==> src/rtl/fifo_pop_arbiter.sv <==
// fifo_pop_arbiter: round-robin pop arbiter for two registered-flag FIFOs.
// Issues registered pop strobes, forwards read data as a valid-qualified stream.
//
// Ports:
//   clk, reset (async, active-low)
//   empty0/1, almost_empty0/1, error0/1 : registered FIFO status flags
//   q0/q1     : FIFO read data, presented while the matching pop is high
//   pause     : downstream backpressure, blocks new pops
//   pop0/pop1 : registered pop strobes, mutually exclusive
//   data_out, valid_out, class_out : forwarded word, strobe and source class
//   err       : sticky FIFO error indication
//   cnt0/cnt1 : saturating forwarded-word counters per class

module fifo_pop_arbiter #(
    parameter int DATA_W = 4,
    parameter int CNT_W  = 8
) (
    input  logic              clk,
    input  logic              reset,
    input  logic              empty0,
    input  logic              almost_empty0,
    input  logic              error0,
    input  logic [DATA_W-1:0] q0,
    input  logic              empty1,
    input  logic              almost_empty1,
    input  logic              error1,
    input  logic [DATA_W-1:0] q1,
    input  logic              pause,
    output logic              pop0,
    output logic              pop1,
    output logic [DATA_W-1:0] data_out,
    output logic              valid_out,
    output logic              class_out,
    output logic              err,
    output logic [CNT_W-1:0]  cnt0,
    output logic [CNT_W-1:0]  cnt1
);

    typedef enum logic [1:0] {
        IDLE,
        ACTIVE,
        HOLD,
        ERROR
    } state_t;

    state_t state;
    state_t state_nxt;
    logic   last;
    logic   last_nxt;
    logic   pop0_nxt;
    logic   pop1_nxt;
    logic   elig0;
    logic   elig1;
    logic   err_in;
    logic   tag_v;
    logic   tag_c;

    // The flags do not yet account for the pop currently being driven,
    // so a FIFO down to one entry must sit out the cycle after its pop.
    assign elig0  = !empty0 && !(pop0 && almost_empty0);
    assign elig1  = !empty1 && !(pop1 && almost_empty1);
    assign err_in = error0 | error1;

    // First tag stage is the pop register itself; second stage is the
    // valid_out/class_out register.
    assign tag_v = pop0 | pop1;
    assign tag_c = pop1;

    always_comb begin
        state_nxt = state;
        last_nxt  = last;
        pop0_nxt  = 1'b0;
        pop1_nxt  = 1'b0;
        case (state)
            ERROR: state_nxt = ERROR;
            default: begin
                if (err_in) begin
                    state_nxt = ERROR;
                end else if (pause) begin
                    state_nxt = HOLD;
                end else if (!(elig0 || elig1)) begin
                    state_nxt = IDLE;
                end else begin
                    state_nxt = ACTIVE;
                    if (elig0 && elig1) begin
                        // Both ready: the class that did not win last time
                        pop0_nxt = last;
                        pop1_nxt = !last;
                    end else begin
                        pop0_nxt = elig0;
                        pop1_nxt = elig1;
                    end
                    last_nxt = pop1_nxt;
                end
            end
        endcase
    end

    always_ff @(posedge clk or negedge reset) begin
        if (!reset) begin
            state     <= IDLE;
            last      <= 1'b1;
            pop0      <= 1'b0;
            pop1      <= 1'b0;
            data_out  <= '0;
            valid_out <= 1'b0;
            class_out <= 1'b0;
            err       <= 1'b0;
            cnt0      <= '0;
            cnt1      <= '0;
        end else begin
            state     <= state_nxt;
            last      <= last_nxt;
            pop0      <= pop0_nxt;
            pop1      <= pop1_nxt;
            valid_out <= tag_v;
            if (tag_v) begin
                data_out  <= tag_c ? q1 : q0;
                class_out <= tag_c;
            end
            err <= err | err_in;
            if (valid_out && !class_out && (cnt0 != '1)) begin
                cnt0 <= cnt0 + CNT_W'(1);
            end
            if (valid_out && class_out && (cnt1 != '1)) begin
                cnt1 <= cnt1 + CNT_W'(1);
            end
        end
    end

endmodule

==> config.mk <==
export PLATFORM = sky130hd
export DESIGN_NAME = fifo_pop_arbiter
export DESIGN_NICKNAME = d
export VERILOG_FILES = /design/src/rtl/fifo_pop_arbiter.sv
export SDC_FILE = /design/constraint.sdc
export NUM_CORES = 1
export LEC_CHECK = 0
export BUFFER_PORTS_ARGS = -buffer_cell sky130_fd_sc_hd__buf_2
export CAP_MARGIN = 20
export CORE_MARGIN = 4
export CORE_UTILIZATION = 50
export CTS_BUF_LIST = sky130_fd_sc_hd__clkbuf_4 sky130_fd_sc_hd__clkbuf_8
export CTS_CLUSTER_DIAMETER = 30
export DETAILED_ROUTE_END_ITERATION = 8
export GPL_TIMING_DRIVEN = 0
export MAX_ROUTING_LAYER = met4
export PLACE_DENSITY = 0.83
export SETUP_SLACK_MARGIN = 0.3
export SLEW_MARGIN = 20
export SYNTH_ARGS = -nofsm -noshare
export SYNTH_HDL_FRONTEND = slang
export SYNTH_SLANG_ARGS = --single-unit
==> constraint.sdc <==
create_clock -name clk -period 1.65 [get_ports clk]
set_input_delay 0.165 -clock clk [delete_from_list [all_inputs] [get_ports clk]]
set_output_delay 0.165 -clock clk [all_outputs]
set_load 0.01 [all_outputs]
==> results_dict.tcl, run 1 <==
set metrics [dict create \
    outcome "completed" \
    area_delta_synth_final_pct 32.7 \
    dp.final_hpwl_um 2000 \
    dr.pass1.iters 4 \
    async_reset_ff_share_pct 100 \
    synth_seq_cells 28 \
    cts_root_buf "clkbuf_4" \
    power_mw 1.11 \
    htree_num_levels 1 \
    hold_class "primary input to flop" \
    worstPathMaxFanout 6 \
    leakage_nw 0.856 \
    gp_congestion 0.864 \
    synth_flop_cell "dfrtp_1" \
    final_common_cell "buf_2" \
    hold_slack_ns 0.0268 \
    fin_cells 202 \
    cpLargestDelayFamily "simple AND/OR/NAND/NOR gates" \
    ant_nets 0 \
    setup.worst_path.end_class "flop" \
    die_h_um 59.0 \
    port_buffers 41 \
    slowest_delay_ns 0.43 \
    placed_area_um2 1570 \
    layout_common_cells "41 x buf_2, 23 x dfrtp_1, 14 x nand2_1" \
    antenna_cells 0 \
    rsz0062_at_grt "yes" \
    dp.cells 186 \
    reg2reg_depth 4 \
    p_per_area_nw_per_um2 644 \
    yosys_warnings 0 \
    synth_top_family_by_area "simple AND/OR/NAND/NOR gates" \
    crit_chain "and2b_2 -> nand4_1 -> nor2_1 -> mux2_2" \
    hold_end "data_out[1]$_DFFE_PN0P_" \
    worstMarginPinSlew_ns 0.604 \
    drv_cap 0 \
    drc 0 \
    clk_path_buf_depth 2 \
    finalInstanceArea_um2 1730 \
    yosysSeqAreaShare_pct 53.9 \
    syn_area_per_cell_um2 11.3 \
    wirelength_um 2830 \
    crit_path_start_kind "flop" \
    antenna_found_initial 0 \
    netlist_area_um2 1300 \
    rows 18 \
    vias 1085 \
    timing.rr.end "cnt0[7]$_DFFE_PN0P_" \
    max_freq_mhz 728 \
    synthAdderAreaFrac_pct 1.92 \
    vias_per_cell 5.37 \
    hold_path.startpoint "q1[1]" \
    grt_max_degree 29 \
    finalSetupTns_ns 0 \
    max-slew-margin-rel_pct 59.7 \
    ioPinCount 42 \
    drive_above_1_share_pct 49.4 \
    maxSlewViolCount 0 \
    nNetsFinal 192 \
    fin_worst_skew_ns 0.00430 \
    critPathBufInv 0 \
    cts_tree "done" \
    synth_compound_area_share_pct 10.0 \
    setup_viol 0 \
    finalCoreUtilization_pct 69.7 \
    timing.rr.start "class_out$_DFFE_PN0P_" \
    synth_mux_area_share_pct 6.54 \
    start_util_pct 52.5 \
    cp.required_ns 1.88 \
    peakVddDrop_uv 507 \
    first_global_vias 1138 \
    clock-sinks 28 \
    synthXorXnorAreaFrac_pct 5.38 \
    cp_data_arrival_time_ns 1.61 \
    overflow 0 \
    die_x_um 59.0 \
    rrSetupSlack_ns 0.28 \
    period_share_pct 83.3 \
    hold_viol_final 0 \
    final.setup.worst_slack_ns 0.276 \
    grt.total_usage_pct 19.3 \
    worstSetupPathType "flop to flop" \
    wl_per_cell_um 14.0 \
    drt_iter0_markers 19 \
    cts_buffers 3 \
    fin_crit_ns 1.37 \
    crit_slowest_cell "dfrtp_1" \
    hold_depth 3 \
    core_area_um2 2480 \
    synth_simple_gate_area_share_pct 20.8 \
    syn_inst 115 \
    clkLatencyLatePin_ns 0.33 \
    synth-edff-count 0 \
    synth_cell_type_count 34 \
    dieArea_um2 3480 \
    place_ws_ns 0.234 \
    grt_pass1_wl_um 4920 \
    syn_nets 134 \
    clk_pin_slew_ns 0.15 \
]
## worst max path at each step
stage,start,to,cells past startpoint
after floorplan,cnt1[4]$_DFFE_PN0P_,cnt1[1]$_DFFE_PN0P_,4
after global placement,class_out$_DFFE_PN0P_,cnt0[7]$_DFFE_PN0P_,4
after detailed placement,cnt1[0]$_DFFE_PN0P_,cnt1[6]$_DFFE_PN0P_,5
after CTS,class_out$_DFFE_PN0P_,cnt0[7]$_DFFE_PN0P_,4
after global routing,class_out$_DFFE_PN0P_,cnt0[7]$_DFFE_PN0P_,4
final,class_out$_DFFE_PN0P_,cnt0[7]$_DFFE_PN0P_,4
## synth_stat cells, types with 2 or more instances
cell / count / share of area (%)
a21oi_1: 10 / 3.8
clkbuf_1: 2 / 0.58
dfrtp_1: 27 / 52
ha_1: 2 / 1.9
inv_1: 3 / 0.87
mux2_2: 4 / 3.5
mux2i_1: 4 / 3.1
nand2_1: 16 / 4.6
nand4_1: 4 / 1.9
nor2_1: 5 / 1.4
nor3_2: 2 / 1.5
o21ai_0: 8 / 3.1
xnor2_1: 5 / 3.4
xor2_1: 3 / 2.0
## worst reg2reg max path, delay by kind of cell (launching register included)
family | cells | cell delay, ns
AND/OR/NAND/NOR | 3 | 0.51
multiplexers | 1 | 0.33
flip-flops | 1 | 0.43
## power by group
| group | switching (mW) | internal, mW | total (mW) |
|---|---|---|---|
| clock network | 0.205 | 0.135 | 0.340 |
| logic | 0.0369 | 0.0318 | 0.0687 |
| registers | 0.00662 | 0.696 | 0.703 |
## routing by layer
metal / track usage [%] / wire, um / vias up
li1: - / - / 525
met1: 22.5 / 1140 / 510
met2: 32.6 / 1440 / 40
met3: 2.83 / 165 / 10
met4: 9.39 / 81 / 0
met5: - / 0 / -
## layout make-up
class                           instances  area [um2]
Sequential cell                        28         707
Multi-Input combinational cell         82         629
Tap cell                               30        37.5
Fill cell                             191         751
Buffer                                  2        7.51
Inverter                                3        11.3
Clock buffer                            4        36.3
Timing Repair Buffer                   53         298
## registers in the layout, indices dropped and copies added (netlist names)
| signal | cells |
|---|---|
| state | 2 |
| pop0 | 1 |
| cnt0 | 8 |
| valid_out | 1 |
| cnt1 | 8 |
| last | 1 |
| err | 1 |
| pop1 | 1 |
| class_out | 1 |
| data_out | 4 |
## cell families (layout without fill, tap and decap cells)
family          Yosys count  in the layout
compound gates           22             22
buf+inv                   5             62
fa+ha+maj                 2              2
mux                       8              8
simple gates             42             42
xor+xnor                  8              8
flops                    28             28
## timing repair
action,4_1_cts,5_1_grt
setup endpoints to repair,6,12
buffers inserted,11,0
hold buffers,1,0
endpoints found under the hold margin,27,0
pin swaps,1,2
gates resized for setup,1,4
Note: power is estimated with default switching activity, not from simulation.
==> run 2: changes to the inputs <==
Settings changed: CORE_UTILIZATION 50 to 47, PLACE_DENSITY 0.83 to 0.82.
Clock period 1.65 ns to 1.2 ns, I/O delays scaled along.
==> run 2 against run 1 <==
The run now ends with negative hold slack, negative setup slack left. Clock power rose by 37%. Sequential cell count did not move. Clock skew rose by 0.0083 ns. Sequential power rose by 38%. First-iteration DRC count rose to 7.9 times the previous value. Setup slack got worse by 0.62 ns. Clock-buffer cell count did not move. Fmax fell by 11%. Register-to-register slack got worse by 0.62 ns. Die area rose by 5.5%. Critical path depth rose by 1. Non-clock buffer count rose by 47. Critical endpoint is now cnt0[6]$_DFFE_PN0P_.
==> results_dict.tcl, run 2 (synthesis gave the netlist of run 1 again) <==
set metrics [dict create \
    outcome "complete, but fails checks" \
    violations "negative hold slack, negative setup slack" \
    worstSetupPathType "flop to flop" \
    worstMarginPinSlew_ns 0.630 \
    cpLargestDelayFamily "simple AND/OR/NAND/NOR gates" \
    rrSetupSlack_ns -0.35 \
    dieArea_um2 3670 \
    hold_slack_ns -0.0296 \
    hold_depth 3 \
    antenna_found_initial 0 \
    hold_viol_final 1 \
    drive_above_1_share_pct 68.9 \
    antenna_cells 0 \
    reg2reg_depth 5 \
    cts_root_buf "clkbuf_4" \
    fin_cells 249 \
    dp.cells 186 \
    drv_cap 0 \
    clk_path_buf_depth 2 \
    largestRegisters "cnt0 (8), cnt1 (8), data_out (4)" \
    hold_end "data_out[2]$_DFFE_PN0P_" \
    cp_data_arrival_time_ns 1.84 \
    core_area_um2 2570 \
    slowest_delay_ns 0.45 \
    cp.required_ns 1.49 \
    nNetsFinal 239 \
    start_util_pct 50.7 \
    hold_path.startpoint "q1[2]" \
    maxSlewViolCount 0 \
    vias_per_cell 6.08 \
    met3_length_um 597 \
    final.setup.worst_slack_ns -0.345 \
    dp.final_hpwl_um 2160 \
    max_freq_mhz 647 \
    grt_max_degree 29 \
    crit_chain "and2b_2 -> buf_4 -> nor3b_4 -> and3_1 -> xor2_1" \
    first_global_vias 1365 \
    area_delta_synth_final_pct 90.9 \
    wl_per_cell_um 25.5 \
    power_mw 1.59 \
    crit_slowest_cell "dfrtp_1" \
    drt_iter0_markers 151 \
    crit_path_start_kind "flop" \
    wl_met2_um 3210 \
    worstPathMaxFanout 4 \
    multi_input_area_um2 791 \
    grt_pass1_wl_um 6510 \
    gp_congestion 0.805 \
    clk_pin_slew_ns 0.17 \
    max-slew-margin-rel_pct 58.0 \
    drc 0 \
    setup_viol 26 \
    clkLatencyLatePin_ns 0.36 \
    port_buffers 41 \
    timing.rr.start "class_out$_DFFE_PN0P_" \
    layout_common_cells "38 x buf_6, 29 x buf_4, 26 x buf_2" \
    rsz0062_at_grt "yes" \
    hold_class "primary input to flop" \
    placed_area_um2 1640 \
    fin_worst_skew_ns 0.0126 \
    overflow 0 \
    critPathBufInv 1 \
    ioPinCount 42 \
    ant_nets 0 \
    grt.total_usage_pct 25.1 \
    cp.depth 5 \
    cts_buffers 3 \
    final_common_cell "buf_6" \
    met1_length_um 2100 \
    timing.rr.end "cnt0[6]$_DFFE_PN0P_" \
    peakVddDrop_uv 792 \
    die_x_um 60.6 \
    finalInstanceArea_um2 2480 \
    leakage_nw 1.23 \
    cts_tree "done" \
    p_per_area_nw_per_um2 642 \
    wirelength_um 6360 \
    setup.worst_path.end_class "flop" \
    fillers 47 \
    period_share_pct 129 \
    rows 18 \
    highest_layer "met4" \
    clock-sinks 28 \
    htree_num_levels 1 \
    finalSetupTns_ns -3.52 \
    dr.pass1.iters 4 \
    vias 1513 \
    fin_crit_ns 1.55 \
    ff_latch_area_um2 713 \
    die_h_um 60.6 \
]
==> run 2: changes by cell type in the layout (fill, tap and decap cells not counted), sizes merged <==
cell         change
clkbuf           -1
dlygate4sd3      +4
buf             +44
==> run 2: power by group <==
part           leakage [nW]  switching [mW]  internal [mW]
clock                0.0184           0.313          0.154
combinational         0.852          0.0777         0.0777
sequential            0.355          0.0148          0.958
total                  1.23           0.405           1.19
==> run 2: layout make-up <==
| class | instances | area share [%] |
|---|---|---|
| buffer | 2 | 1.21 |
| clock buffer | 4 | 1.21 |
| inverter | 3 | 0.453 |
| multi-input combinational | 82 | 31.8 |
| sequential | 28 | 28.7 |
| tap | 30 | 1.51 |
| timing repair buffer | 100 | 35.1 |
==> run 2: what timing repair did <==
action | 4_1_cts | 5_1_grt
hold endpoints to repair | 28 | 3
gates cloned | 0 | 1
setup buffers | 27 | 26
endpoints found under the setup margin | 52 | 53
hold buffers | 2 | 3
resized for setup | 41 | 35
pin swaps | 11 | 26
==> run 2: worst min-delay path, stage by stage <==
cell and delay (ns):
buf_2 0.08, nand2_1 0.05, o21ai_1 0.06
==> run 2: layer usage <==
layer / global-route usage, % / vias up
li1: - / 617
met1: 28.0 / 703
met2: 43.7 / 141
met3: 4.26 / 52
met4: 11.1 / 0
met5: - / -
==> run 2: worst max path at each step <==
stage	start	endpoint
after CTS	class_out$_DFFE_PN0P_	cnt0[7]$_DFFE_PN0P_
after global placement	class_out$_DFFE_PN0P_	cnt0[7]$_DFFE_PN0P_
after floorplan	class_out$_DFFE_PN0P_	cnt0[7]$_DFFE_PN0P_
after global routing	class_out$_DFFE_PN0P_	cnt0[5]$_DFFE_PN0P_
after detailed placement	cnt0[1]$_DFFE_PN0P_	cnt0[1]$_DFFE_PN0P_
final	class_out$_DFFE_PN0P_	cnt0[6]$_DFFE_PN0P_
==> run 2: through the flow <==
stage	worst slack (ns)	util, %
global route	-0.534	96.7
CTS	-0.154	81.2
detailed placement	-0.192	63.8
floorplan	-0.145	-
finish	-0.345	96.7
global placement	-0.167	63.8
